### config.mk
export PLATFORM = sky130hd
export DESIGN_NAME = ccff_bitstream_loader
export DESIGN_NICKNAME = d
export VERILOG_FILES = /design/src/rtl/ccff_loader_pkg.sv /design/src/rtl/ccff_word_piso.sv /design/src/rtl/ccff_bitstream_loader.sv
export SDC_FILE = /design/constraint.sdc
export NUM_CORES = 1
export LEC_CHECK = 0
export BUFFER_PORTS_ARGS = -buffer_cell sky130_fd_sc_hd__buf_2
export CORE_MARGIN = 8
export CORE_UTILIZATION = 37
export CTS_BUF_LIST = sky130_fd_sc_hd__clkbuf_4 sky130_fd_sc_hd__clkbuf_8
export DETAILED_ROUTE_END_ITERATION = 8
export GPL_TIMING_DRIVEN = 0
export PLACE_DENSITY = 0.66
export SLEW_MARGIN = 0
export SYNTH_ARGS = -nofsm -noshare
export SYNTH_HDL_FRONTEND = slang
export SYNTH_SLANG_ARGS = --single-unit
### constraint.sdc
create_clock -name prog_clk -period 2.4 [get_ports prog_clk]
set_input_delay 0.12 -clock prog_clk [delete_from_list [all_inputs] [get_ports prog_clk]]
set_output_delay 0.12 -clock prog_clk [all_outputs]
set_load 0.01 [all_outputs]
### src/rtl/ccff_loader_pkg.sv
// Shared types and constants for the configuration-chain bitstream loader.
// Latency: n/a (types, constants and an elaboration-time helper only).
// Backpressure: n/a.
package ccff_loader_pkg;

    typedef enum logic [2:0] {
        IDLE  = 3'd0,
        SENT  = 3'd1,
        LOAD  = 3'd2,
        CHECK = 3'd3,
        DONE  = 3'd4,
        ERR   = 3'd5
    } ccff_state_t;

    // Default sentinel; bit 0 enters the chain first.
    localparam logic [3:0] DEF_SENTINEL = 4'b1010;

    // Number of bitstream words needed to cover the chain.
    function automatic int ccff_nw(input int chain_len, input int word_w);
        return (chain_len + word_w - 1) / word_w;
    endfunction

endpackage

### src/rtl/ccff_word_piso.sv
// Word parallel-in/serial-out register with a count of valid bits still to shift.
// Latency: loaded bits appear on ser_bit the cycle after load; one bit per shift.
// Backpressure: none internally; the caller loads only when empty or on the last bit.
//
// Ports: prog_clk/prog_reset clock and async reset; load/din/nbits capture a word
// with nbits valid bits (load wins over shift); shift drops the current bit;
// ser_bit is the current bit, empty/last flag zero/one valid bits remaining.
module ccff_word_piso #(
    parameter int WORD_W = 8,
    parameter int NB_W   = $clog2(WORD_W + 1)
) (
    input  logic              prog_clk,
    input  logic              prog_reset,
    input  logic              load,
    input  logic [WORD_W-1:0] din,
    input  logic [NB_W-1:0]   nbits,
    input  logic              shift,
    output logic              ser_bit,
    output logic              empty,
    output logic              last
);

    logic [WORD_W-1:0] data;
    logic [NB_W-1:0]   cnt;

    always_ff @(posedge prog_clk or posedge prog_reset) begin
        if (prog_reset) begin
            data <= '0;
            cnt  <= '0;
        end else if (load) begin
            data <= din;
            cnt  <= nbits;
        end else if (shift && (cnt != '0)) begin
            data <= data >> 1;
            cnt  <= cnt - NB_W'(1);
        end
    end

    assign ser_bit = data[0];
    assign empty   = (cnt == '0);
    assign last    = (cnt == NB_W'(1));

endmodule

### src/rtl/ccff_bitstream_loader.sv
// Serialises a bitstream into the configuration chain behind a sentinel, then checks the sentinel at ccff_tail.
// Latency: start to cfg_done is SENT_LEN+CHAIN_LEN+3 cycles when words arrive without gaps.
// Backpressure: bs_ready only in LOAD while the serializer is empty or on its last bit; stalls hold all counters.
//
// Ports: prog_clk, prog_reset (async, active high); start pulse; bs_valid/bs_data/bs_ready word stream;
// ccff_head/ccff_shift_en registered chain drive; ccff_tail chain return; busy, cfg_done, error status.
module ccff_bitstream_loader
    import ccff_loader_pkg::*;
#(
    parameter int                  CHAIN_LEN = 66,
    parameter int                  WORD_W    = 8,
    parameter int                  SENT_LEN  = 4,
    parameter logic [SENT_LEN-1:0] SENTINEL  = DEF_SENTINEL
) (
    input  logic              prog_clk,
    input  logic              prog_reset,
    input  logic              start,
    input  logic              bs_valid,
    input  logic [WORD_W-1:0] bs_data,
    output logic              bs_ready,
    output logic              ccff_head,
    output logic              ccff_shift_en,
    input  logic              ccff_tail,
    output logic              busy,
    output logic              cfg_done,
    output logic              error
);

    localparam int TOTAL   = SENT_LEN + CHAIN_LEN;
    localparam int NW      = ccff_nw(CHAIN_LEN, WORD_W);
    localparam int CW      = $clog2(TOTAL + 1);
    localparam int WCW     = $clog2(NW + 1);
    localparam int NBW     = $clog2(WORD_W + 1);
    localparam int LAST_NB = CHAIN_LEN - (NW - 1) * WORD_W;

    ccff_state_t     state;
    logic [CW-1:0]   icnt;      // shifts issued so far (value of the shift now on ccff_head)
    logic [WCW-1:0]  wcnt;      // words accepted so far
    logic            mismatch;

    logic              p_load, p_shift, p_bit, p_empty, p_last;
    logic [WORD_W-1:0] p_din;
    logic [NBW-1:0]    p_nbits, word_nb;
    logic              load_act, accept;
    logic [CW-1:0]     tail_idx;
    logic              sent_bit, tail_exp;

    // The final word only carries the bits that still fit in the chain.
    assign word_nb  = (wcnt == WCW'(NW - 1)) ? NBW'(LAST_NB) : NBW'(WORD_W);
    assign load_act = (state == LOAD) && (icnt < CW'(TOTAL));
    assign bs_ready = load_act && (wcnt < WCW'(NW)) && (p_empty || p_last);
    assign accept   = bs_valid && bs_ready;

    // Sentinel bit to issue next, and the one expected back at the tail for the shift in flight.
    assign tail_idx = icnt - CW'(CHAIN_LEN + 1);
    assign sent_bit = |(SENTINEL & (SENT_LEN'(1) << icnt));
    assign tail_exp = |(SENTINEL & (SENT_LEN'(1) << tail_idx));

    // A word accepted while empty has its bit 0 sent straight to ccff_head, so the
    // serializer keeps only the remaining bits; this avoids a bubble on the first word.
    always_comb begin
        p_load  = accept;
        p_shift = load_act && !p_empty;
        p_din   = bs_data;
        p_nbits = word_nb;
        if (p_empty) begin
            p_din   = bs_data >> 1;
            p_nbits = word_nb - NBW'(1);
        end
    end

    ccff_word_piso #(
        .WORD_W (WORD_W),
        .NB_W   (NBW)
    ) u_piso (
        .prog_clk   (prog_clk),
        .prog_reset (prog_reset),
        .load       (p_load),
        .din        (p_din),
        .nbits      (p_nbits),
        .shift      (p_shift),
        .ser_bit    (p_bit),
        .empty      (p_empty),
        .last       (p_last)
    );

    always_ff @(posedge prog_clk or posedge prog_reset) begin
        if (prog_reset) begin
            state         <= IDLE;
            icnt          <= '0;
            wcnt          <= '0;
            mismatch      <= 1'b0;
            ccff_head     <= 1'b0;
            ccff_shift_en <= 1'b0;
            busy          <= 1'b0;
            cfg_done      <= 1'b0;
            error         <= 1'b0;
        end else begin
            ccff_shift_en <= 1'b0;

            // Tail is compared on the edge that completes each of the last SENT_LEN shifts.
            if (ccff_shift_en && (icnt > CW'(CHAIN_LEN)) && (ccff_tail != tail_exp))
                mismatch <= 1'b1;

            case (state)
                IDLE, DONE, ERR: begin
                    if (start) begin
                        state         <= SENT;
                        busy          <= 1'b1;
                        cfg_done      <= 1'b0;
                        error         <= 1'b0;
                        mismatch      <= 1'b0;
                        wcnt          <= '0;
                        icnt          <= CW'(1);
                        ccff_head     <= SENTINEL[0];
                        ccff_shift_en <= 1'b1;
                    end
                end
                SENT: begin
                    if (icnt < CW'(SENT_LEN)) begin
                        ccff_head     <= sent_bit;
                        ccff_shift_en <= 1'b1;
                        icnt          <= icnt + CW'(1);
                    end
                    if (icnt >= CW'(SENT_LEN - 1))
                        state <= LOAD;
                end
                LOAD: begin
                    if (load_act) begin
                        if (!p_empty) begin
                            ccff_head     <= p_bit;
                            ccff_shift_en <= 1'b1;
                            icnt          <= icnt + CW'(1);
                        end else if (accept) begin
                            ccff_head     <= bs_data[0];
                            ccff_shift_en <= 1'b1;
                            icnt          <= icnt + CW'(1);
                        end
                        if (accept)
                            wcnt <= wcnt + WCW'(1);
                    end else if (!ccff_shift_en) begin
                        // Wait for the final shift (and its tail sample) to complete.
                        state <= CHECK;
                        busy  <= 1'b0;
                    end
                end
                CHECK: begin
                    if (mismatch) begin
                        state <= ERR;
                        error <= 1'b1;
                    end else begin
                        state    <= DONE;
                        cfg_done <= 1'b1;
                    end
                end
                default: state <= IDLE;
            endcase
        end
    end

endmodule

==> results of run 1 <==
-- state kept, by name, indices dropped and copies added (netlist names) --
register       count
mismatch           1
u_piso.data        8
error              1
wcnt               4
ccff_shift_en      1
u_piso.cnt         4
icnt               7
state              3
cfg_done           1
ccff_head          1
busy               1
-- kinds of logic (layout without fill, tap and decap cells) --
kind of cell    count (synthesis)  in the layout  share of synthesized area [%]
simple gates                   76             76                          20.09
compound gates                 51             51                          18.49
flops                          32             32                          39.43
mux                            23             23                          11.89
buf+inv                        21             50                          4.312
fa+ha+maj                       8              8                          4.929
xor+xnor                        2              2                         0.8628
-- worst max-delay path: stages (launching register included) --
cell and delay [ns]:
dfrtp_2 0.45, or4_4 0.57, nor4b_4 0.34, nor2_1 0.13, or3_1 0.33, buf_6 0.14, mux2_4 0.29
-- through the flow --
stage               worst slack, ns  power (mW)  TNS [ns]  util (%)  hold slack [ns]
floorplan                   0.06230       1.864         0         -           0.2362
global placement            -0.2081       2.142    -1.657     40.90           0.3835
detailed placement          -0.1953       2.177    -1.968     40.90           0.3870
CTS                         0.01869       2.683         0     43.54          0.08893
global route               -0.05284       2.902   -0.3990     44.26          0.08549
finish                      0.02294       2.675         0     44.26          0.08837
-- synth_stat cells (all sizes together), types with 3 or more instances --
master  count  area, sq um
or3         3        18.77
nand2b      3        18.77
mux2i      20        200.2
nand2      25        93.84
ha          8        100.1
nor2       11        41.29
nand3       7        35.03
inv        13        48.79
nor3        4        20.02
a22o        7        61.31
o21ai      17        85.08
or2         3        18.77
nand4       3        18.77
mux2        3        41.29
a21oi      10        50.05
dfrtp      32        800.8
clkbuf      6        22.52
nor3b       3        22.52
-- power by group --
group	internal (mW)	leakage [nW]	switching (mW)
clock network	0.256	0.0523	0.195
logic	0.586	0.641	0.757
registers	0.718	0.418	0.164
-- metal layers --
layer | global-route usage (%) | share of wire [%]
met5 | 0 | 0
met4 | 6.241 | 2.7
met3 | 4.156 | 4.8
met2 | 17.85 | 47
met1 | 14.13 | 45
-- repair_timing --
action                                 in CTS  in global routing
setup endpoints to repair                  16                 14
endpoints found under the hold margin       0                 13
gates resized for setup                     7                  4
hold buffers                                0                  1
pin swaps                                   2                  0
buffers inserted                            2                  0
-- path summary, 6_finish.rpt --
path | from | endpoint | slack, ns | depth (start not counted)
worst max-delay path | icnt[2] | ccff_head | 0.02 | 6
max in group asynchronous | prog_reset | busy | 1.60 | 4
worst min register to register | u_piso.data[7] | u_piso.data[7] | 0.49 | 1
min in group asynchronous | prog_reset | icnt[3] | 0.36 | 3
worst min-delay path | bs_data[7] | u_piso.data[7] | 0.09 | 2
worst max register to register | icnt[2] | ccff_head | 0.02 | 6
-- area by class of cell --
| class | instances | area, sq um |
|---|---|---|
| Buffer | 7 | 40.04 |
| Timing Repair Buffer | 22 | 142.6 |
| Fill cell | 522 | 3013 |
| Tap cell | 72 | 90.09 |
| Clock buffer | 8 | 97.59 |
| Inverter | 13 | 48.80 |
| Sequential cell | 32 | 802.0 |
| Multi-Input combinational cell | 160 | 1171 |
==> metrics.md, run 1 <==
| Metric | Value |
|---|---|
| Syn_area_per_cell | 9.534 sq um |
| Num CTS Buffers | 5 |
| Die area | 0.008115 sq mm |
| Ys flop type | dfrtp_1 |
| Worst Max-Slew Pin Slew | 0.5718 ns |
| Die Y | 90.09 microns |
| Critical Path RT | around 2.6 ns |
| Setup Skew | between 0.006 and 0.007 ns |
| DP Wirelength | between 3 and 4 mm |
| Final wirelength | around 4.6 mm |
| Dpl cells | 303 |
| Design Area, Final | around 0.0024 sq mm |
| Row cnt | 27 |
| Crit path DAT | 2.54 ns |
| I/O pin cnt | 19 |
| Cell variety after synth | 53 |
| Setup CP Type | reg2reg |
| Seq cells post-synth | 32 |
| Overflow after GRT | 0 |
| CTS Root Cell | clkbuf_8 |
| Cell leakage power | 1.111 nW |
| Period utilization | between 90% and 100% |
| CP Launch Type | register |
| Initial core utilization | 37.57% |
| Routed length per instance | 14.62 microns |
| Ant. Diodes | 0 |
| Syn nets | 234 |
| Nets | 262 |
| Post-DP Area | 0.002211 sq mm |
| Worst-Skew Late Latency | 0.29 ns |
| First-pass GRT wire length | 7.852 mm |
| DR vias/cell | 5.465 |
| Initial antenna violation count | 0 |
| Final cell count without fillers | 314 |
| Router iterations before antenna repair | 4 |
| GRT Resource Usage Total | 11.71% |
| Vias | between 1500 and 2000 |
| Drt first-iter violations | 118 |
| Final Hold Viols | 0 |
| Final count of negative-setup-slack endpoints | 0 |
| EDFF count, synth | 0 |
| Slew HR | ~62% |
| Hold Path Class | in2reg |
| GPL Wtd Cong | 0.8405 |
| Post-synthesis instance total | 213 |
| CTS Buffer Depth | 2 |
| Slew Viols, Final | 0 |
| Width of the die | between 90 and 100 microns |
| Most common cell after layout, fill and taps aside | dfrtp_1 |
| Vias in the first global route | 1684 |
| Layout cells sized above 1 | 20.25% |
| Reg clk slew, reported paths | approximately 0.070 ns |
| CTS HTree Levels | 2 |
| TritonCTS clock tree | built |
| Critical Path Sink Type | register |
| Sequential fraction of the synthesis area | 39.43% |
| Port bufs | 18 |
| Max frequency | 0.4207 GHz |
| Final worst path period need | 2.377 ns |
| Most frequent cells in the layout | 31 x dfrtp_1, 24 x nand2_1, 20 x mux2i_1, 19 x buf_2, 14 x o21ai_0 |
| RSZ-0062 raised after global routing | yes |
| DRC Markers | 0 |
| Mapped Area | around 0.0020 sq mm |
| Power per cell area | 1118 mW/mm^2 |
| Routed Antenna Nets | 0 |
| YS warnings | 0 |
| Largest net degree at the start of global routing | 33 |
| MaxCap Viol Count | 0 |
| Crit path max fanout | 9 |
| Core ar. | 0.005405 sq mm |
| CTS Sinks | 32 |
| Peak supply drop | 0.0003759 V |
| Fraction of registers with async set/reset | 100.0% |
| Status | completed |
| Area Growth Syn to Fin | 17.81% |
No activity file was read; power rests on OpenSTA's default activity.
==> run 2, diff against run 1 <==
--- a/config.mk
+++ b/config.mk
@@ -5,6 +5,7 @@
 export SDC_FILE = /design/constraint.sdc
 export NUM_CORES = 1
 export LEC_CHECK = 0
+export ABC_AREA = 1
 export BUFFER_PORTS_ARGS = -buffer_cell sky130_fd_sc_hd__buf_2
 export CORE_MARGIN = 8
 export CORE_UTILIZATION = 37
==> metrics.md, run 2 <==
| Metric | Value |
|---|---|
| Main combinational cell family by area after synthesis | simple AND/OR/NAND/NOR gates (unchanged) |
| Reg clk slew, reported paths | 0.07 ns (about the same) |
| CTS Root Cell | clkbuf_8 (unchanged) |
| CTS hold repair buffers | 0 (unchanged) |
| Failing checks | hold timing |
| CTS HTree Levels | 2 (unchanged) |
| Mapped Area | 0.002248 sq mm (was 0.002031 sq mm) |
| Ys flop type | dfrtp_1 (unchanged) |
| Setup CP Type | reg2reg (unchanged) |
| MaxCap Viol Count | 0 (unchanged) |
| GPL Wtd Cong | 0.8831 (was 0.8405) |
| Area Growth Syn to Fin | 12.52% (was 17.81%) |
| Width of the die | 93.96 microns (was 90.09 microns) |
| Largest net degree at the start of global routing | 33 (unchanged) |
| Hold slack | -0.05513 ns (was 0.08837 ns) |
| Initial antenna violation count | 0 (unchanged) |
| Post-synthesis simple-gate area fraction | 41.01% (was 20.09%) |
| Layout cells sized above 1 | 18.21% (was 20.25%) |
| # Post-CTS Setup Buffers | 0 (was 2) |
| Syn_area_per_cell | 7.276 sq um (was 9.534 sq um) |
| R2r setup slk | 0.60 ns (was 0.02 ns) |
| CP Launch Type | register (unchanged) |
| EDFF count, synth | 0 (unchanged) |
| Initial core utilization | 38.20% (was 37.57%) |
| CTS Sinks | 32 (unchanged) |
| Syn nets | 330 (was 234) |
| RSZ-0062 raised after global routing | no (was yes) |
| Reg2Reg Launch Point | u_piso.cnt[0] (was icnt[2]) |
| Final Hold Viols | 32 (was 0) |
| Final worst path period need | 1.800 ns (was 2.377 ns) |
| Routed Antenna Nets | 0 (unchanged) |
| Slew Viols, Final | 0 (unchanged) |
| GRT Resource Usage Total | 12.00% (was 11.71%) |
| Crit path max fanout | 10 (was 9) |
| I/O pin cnt | 19 (unchanged) |
| FF/Latch Area | 800.8 sq um (was 802.0 sq um) |
| First-pass GRT wire length | 8.694 mm (was 7.852 mm) |
| Cell leakage power | 1.362 nW (was 1.111 nW) |
| Synth Area in Adders | 4.452% (was 4.929%) |
| Ant. Diodes | 0 (unchanged) |
| Area of the multi-input gates | 0.001192 sq mm (was 0.001171 sq mm) |
| Status | finished with violations (was completed) |
| Synth cell count leaders | 101 x nand2_1, 42 x inv_1, 32 x dfrtp_1, 27 x nand3_1, 19 x nand4_1 (was 32 x dfrtp_1, 25 x nand2_1, 20 x mux2i_1, 14 x o21ai_0, 12 x inv_1) |
| Drt first-iter violations | 113 (was 118) |
| Routed length per instance | 11.89 microns (was 14.62 microns) |
| Router iterations before antenna repair | 4 (unchanged) |
| Final count of negative-setup-slack endpoints | 0 (unchanged) |
| DR vias/cell | 4.815 (was 5.465) |
| Critical Path Sink Type | register (unchanged) |
| Max frequency | 0.5556 GHz (was 0.4207 GHz) |
| Num CTS Buffers | 5 (unchanged) |
| Nets | 355 (was 262) |
| DRC Markers | 0 (unchanged) |
| Die Y | 93.96 microns (was 90.09 microns) |
| XOR/XNOR Fraction of Synth Area | 3.506% (was 0.8626%) |
| Worst r2r path cells | 10 (was 6) |
| Worst-Skew Late Latency | 0.29 ns (about the same) |
| Yosys top cell area share | 35.61% (was 39.43%) |
| Compound-Gate Fraction of Synth Area | 4.062% (was 18.48%) |
| Seq cells post-synth | 32 (unchanged) |
| Post-synthesis mux area share | 0% (was 11.89%) |
| Vias in the first global route | 1945 (was 1684) |
| Power per cell area | 1116 mW/mm^2 (was 1118 mW/mm^2) |
| Largest Register | u_piso.data (unchanged) |
| Hold Path Class | in2async (was in2reg) |
| Setup Skew | 0.008518 ns (was 0.006642 ns) |
| CTS Buffer Depth | 2 (unchanged) |
| Row cnt | 28 (was 27) |
| Core ar. | 0.005886 sq mm (was 0.005405 sq mm) |
| TritonCTS clock tree | built (unchanged) |
| Top-count cell post-synth | nand2_1 (was dfrtp_1) |
| RR Endpoint | ccff_head (unchanged) |
| Max reg flops | 8 (unchanged) |
| Final TNS setup | 0 ns (unchanged) |
| Post-CTS resize count | 0 (was 7) |
| Port bufs | 18 (unchanged) |
| Overflow after GRT | 0 (unchanged) |
| Fraction of registers with async set/reset | 100.0% (unchanged) |
| Die area | 0.008828 sq mm (was 0.008115 sq mm) |
| # fillers | 656 (was 522) |
| Period utilization | 75.00% (was 99.04%) |
| Cell accounting for the most synthesized area | dfrtp_1 (unchanged) |
| Cell variety after synth | 33 (was 53) |
| Crit path DAT | 1.98 ns (was 2.54 ns) |
| Final wirelength | 4.873 mm (was 4.590 mm) |
| Vias | 1974 (was 1716) |
| Peak supply drop | 0.0004430 V (was 0.0003759 V) |
| Most frequent cells in the layout | 101 x nand2_1, 41 x inv_1, 32 x dfrtp_1, 27 x nand3_1, 22 x buf_2 (was 31 x dfrtp_1, 24 x nand2_1, 20 x mux2i_1, 19 x buf_2, 14 x o21ai_0) |
| YS warnings | 0 (unchanged) |
| Top Registers | u_piso.data x8, icnt x7 (unchanged) |
| Sequential fraction of the synthesis area | 35.61% (was 39.43%) |
| Worst Max-Slew Pin Slew | 0.7021 ns (was 0.5718 ns) |
| Slew HR | 53.12% (was 61.64%) |
| Synth area leaders | dfrtp_1 36%, nand2_1 17%, inv_1 7.0% (was dfrtp_1 39%, mux2i_1 9.9%, ha_1 4.9%) |
| Critical Path RT | 2.58 ns (was 2.57 ns) |
| Post-synthesis instance total | 309 (was 213) |
| Most common cell after layout, fill and taps aside | nand2_1 (was dfrtp_1) |
| DP Wirelength | 3.571 mm (was 3.307 mm) |
==> run 2: cell count changes in the layout (fill, tap and decap cells not counted), moves of 5 or more <==
cell	change
o21ai_0	-9
nand3_2	+9
xor2_1	+6
nand3_1	+20
inv_1	+30
inv_2	+5
nand4_1	+16
mux2i_1	-20
nand2_1	+77
a22o_1	-6
==> run 2: cell families (layout without fill, tap and decap cells) <==
group / Yosys count / after routing
flops: 32 / 32
xor+xnor: 9 / 9
buf+inv: 57 / 83
simple gates: 187 / 187
fa+ha+maj: 8 / 8
compound gates: 16 / 16
==> run 2: layer usage <==
| metal | vias to the layer above | part of all wire, % | global-route usage (%) |
|---|---|---|---|
| met1 | 897 | 50 | 15.30 |
| met4 | 0 | 1.3 | 3.963 |
| met2 | 32 | 44 | 19.14 |
| met3 | 7 | 3.9 | 3.118 |
| met5 | - | 0 | 0 |
| li1 | 1038 | - | - |
==> run 2: worst max path at each step <==
stage / from / end / slack (ns) / cells past startpoint
3_5_place_dp: u_piso.cnt[0] / icnt[4] / 0.60 / 10
3_3_place_gp: u_piso.cnt[0] / ccff_head / 0.62 / 10
4_1_cts: u_piso.cnt[0] / ccff_head / 0.58 / 10
5_1_grt: u_piso.cnt[0] / icnt[6] / 0.44 / 10
2_1_floorplan: u_piso.cnt[0] / u_piso.cnt[3] / 0.85 / 10
6_report: u_piso.cnt[0] / ccff_head / 0.60 / 10
==> run 2: layout make-up <==
class / count / share of cell area [%]
Clock buffer: 7 / 3.561
Buffer: 9 / 2.770
Sequential cell: 32 / 31.65
Multi-Input combinational cell: 220 / 47.13
Inverter: 48 / 7.319
Timing Repair Buffer: 18 / 3.561
Clock inverter: 1 / 0.2967
Tap cell: 75 / 3.709
==> run 2: where the power goes <==
group | switching [mW] | internal [mW]
Sequential | 0.162 | 0.718
Combinational | 0.960 | 0.534
Clock | 0.206 | 0.244
Total | 1.33 | 1.50
==> run 2: stage by stage <==
step / cells / instance area (sq um) / setup WS [ns] / total power [mW] / utilization, %
final: 410 / 2530 / 0.6001 / 2.824 / 42.98
after global routing: 410 / 2530 / 0.4385 / 3.104 / 42.98
after CTS: 410 / 2530 / 0.5807 / 2.856 / 42.98
after detailed placement: 402 / 2432 / 0.6026 / 2.388 / 41.33
after global placement: 402 / 2432 / 0.6153 / 2.362 / 41.33
after floorplan: 309 / 2248 / 0.8525 / 2.046 / -
==> run 2: worst max-delay path: stages, from the launching register on <==
cell and delay, ns:
dfrtp_1 0.38, inv_1 0.13, ha_1 0.25, nand2_1 0.11
nor2_4 0.26, nor2_4 0.08, inv_2 0.07, buf_6 0.15
nand3_4 0.13, nand2_1 0.09, nand2_1 0.05
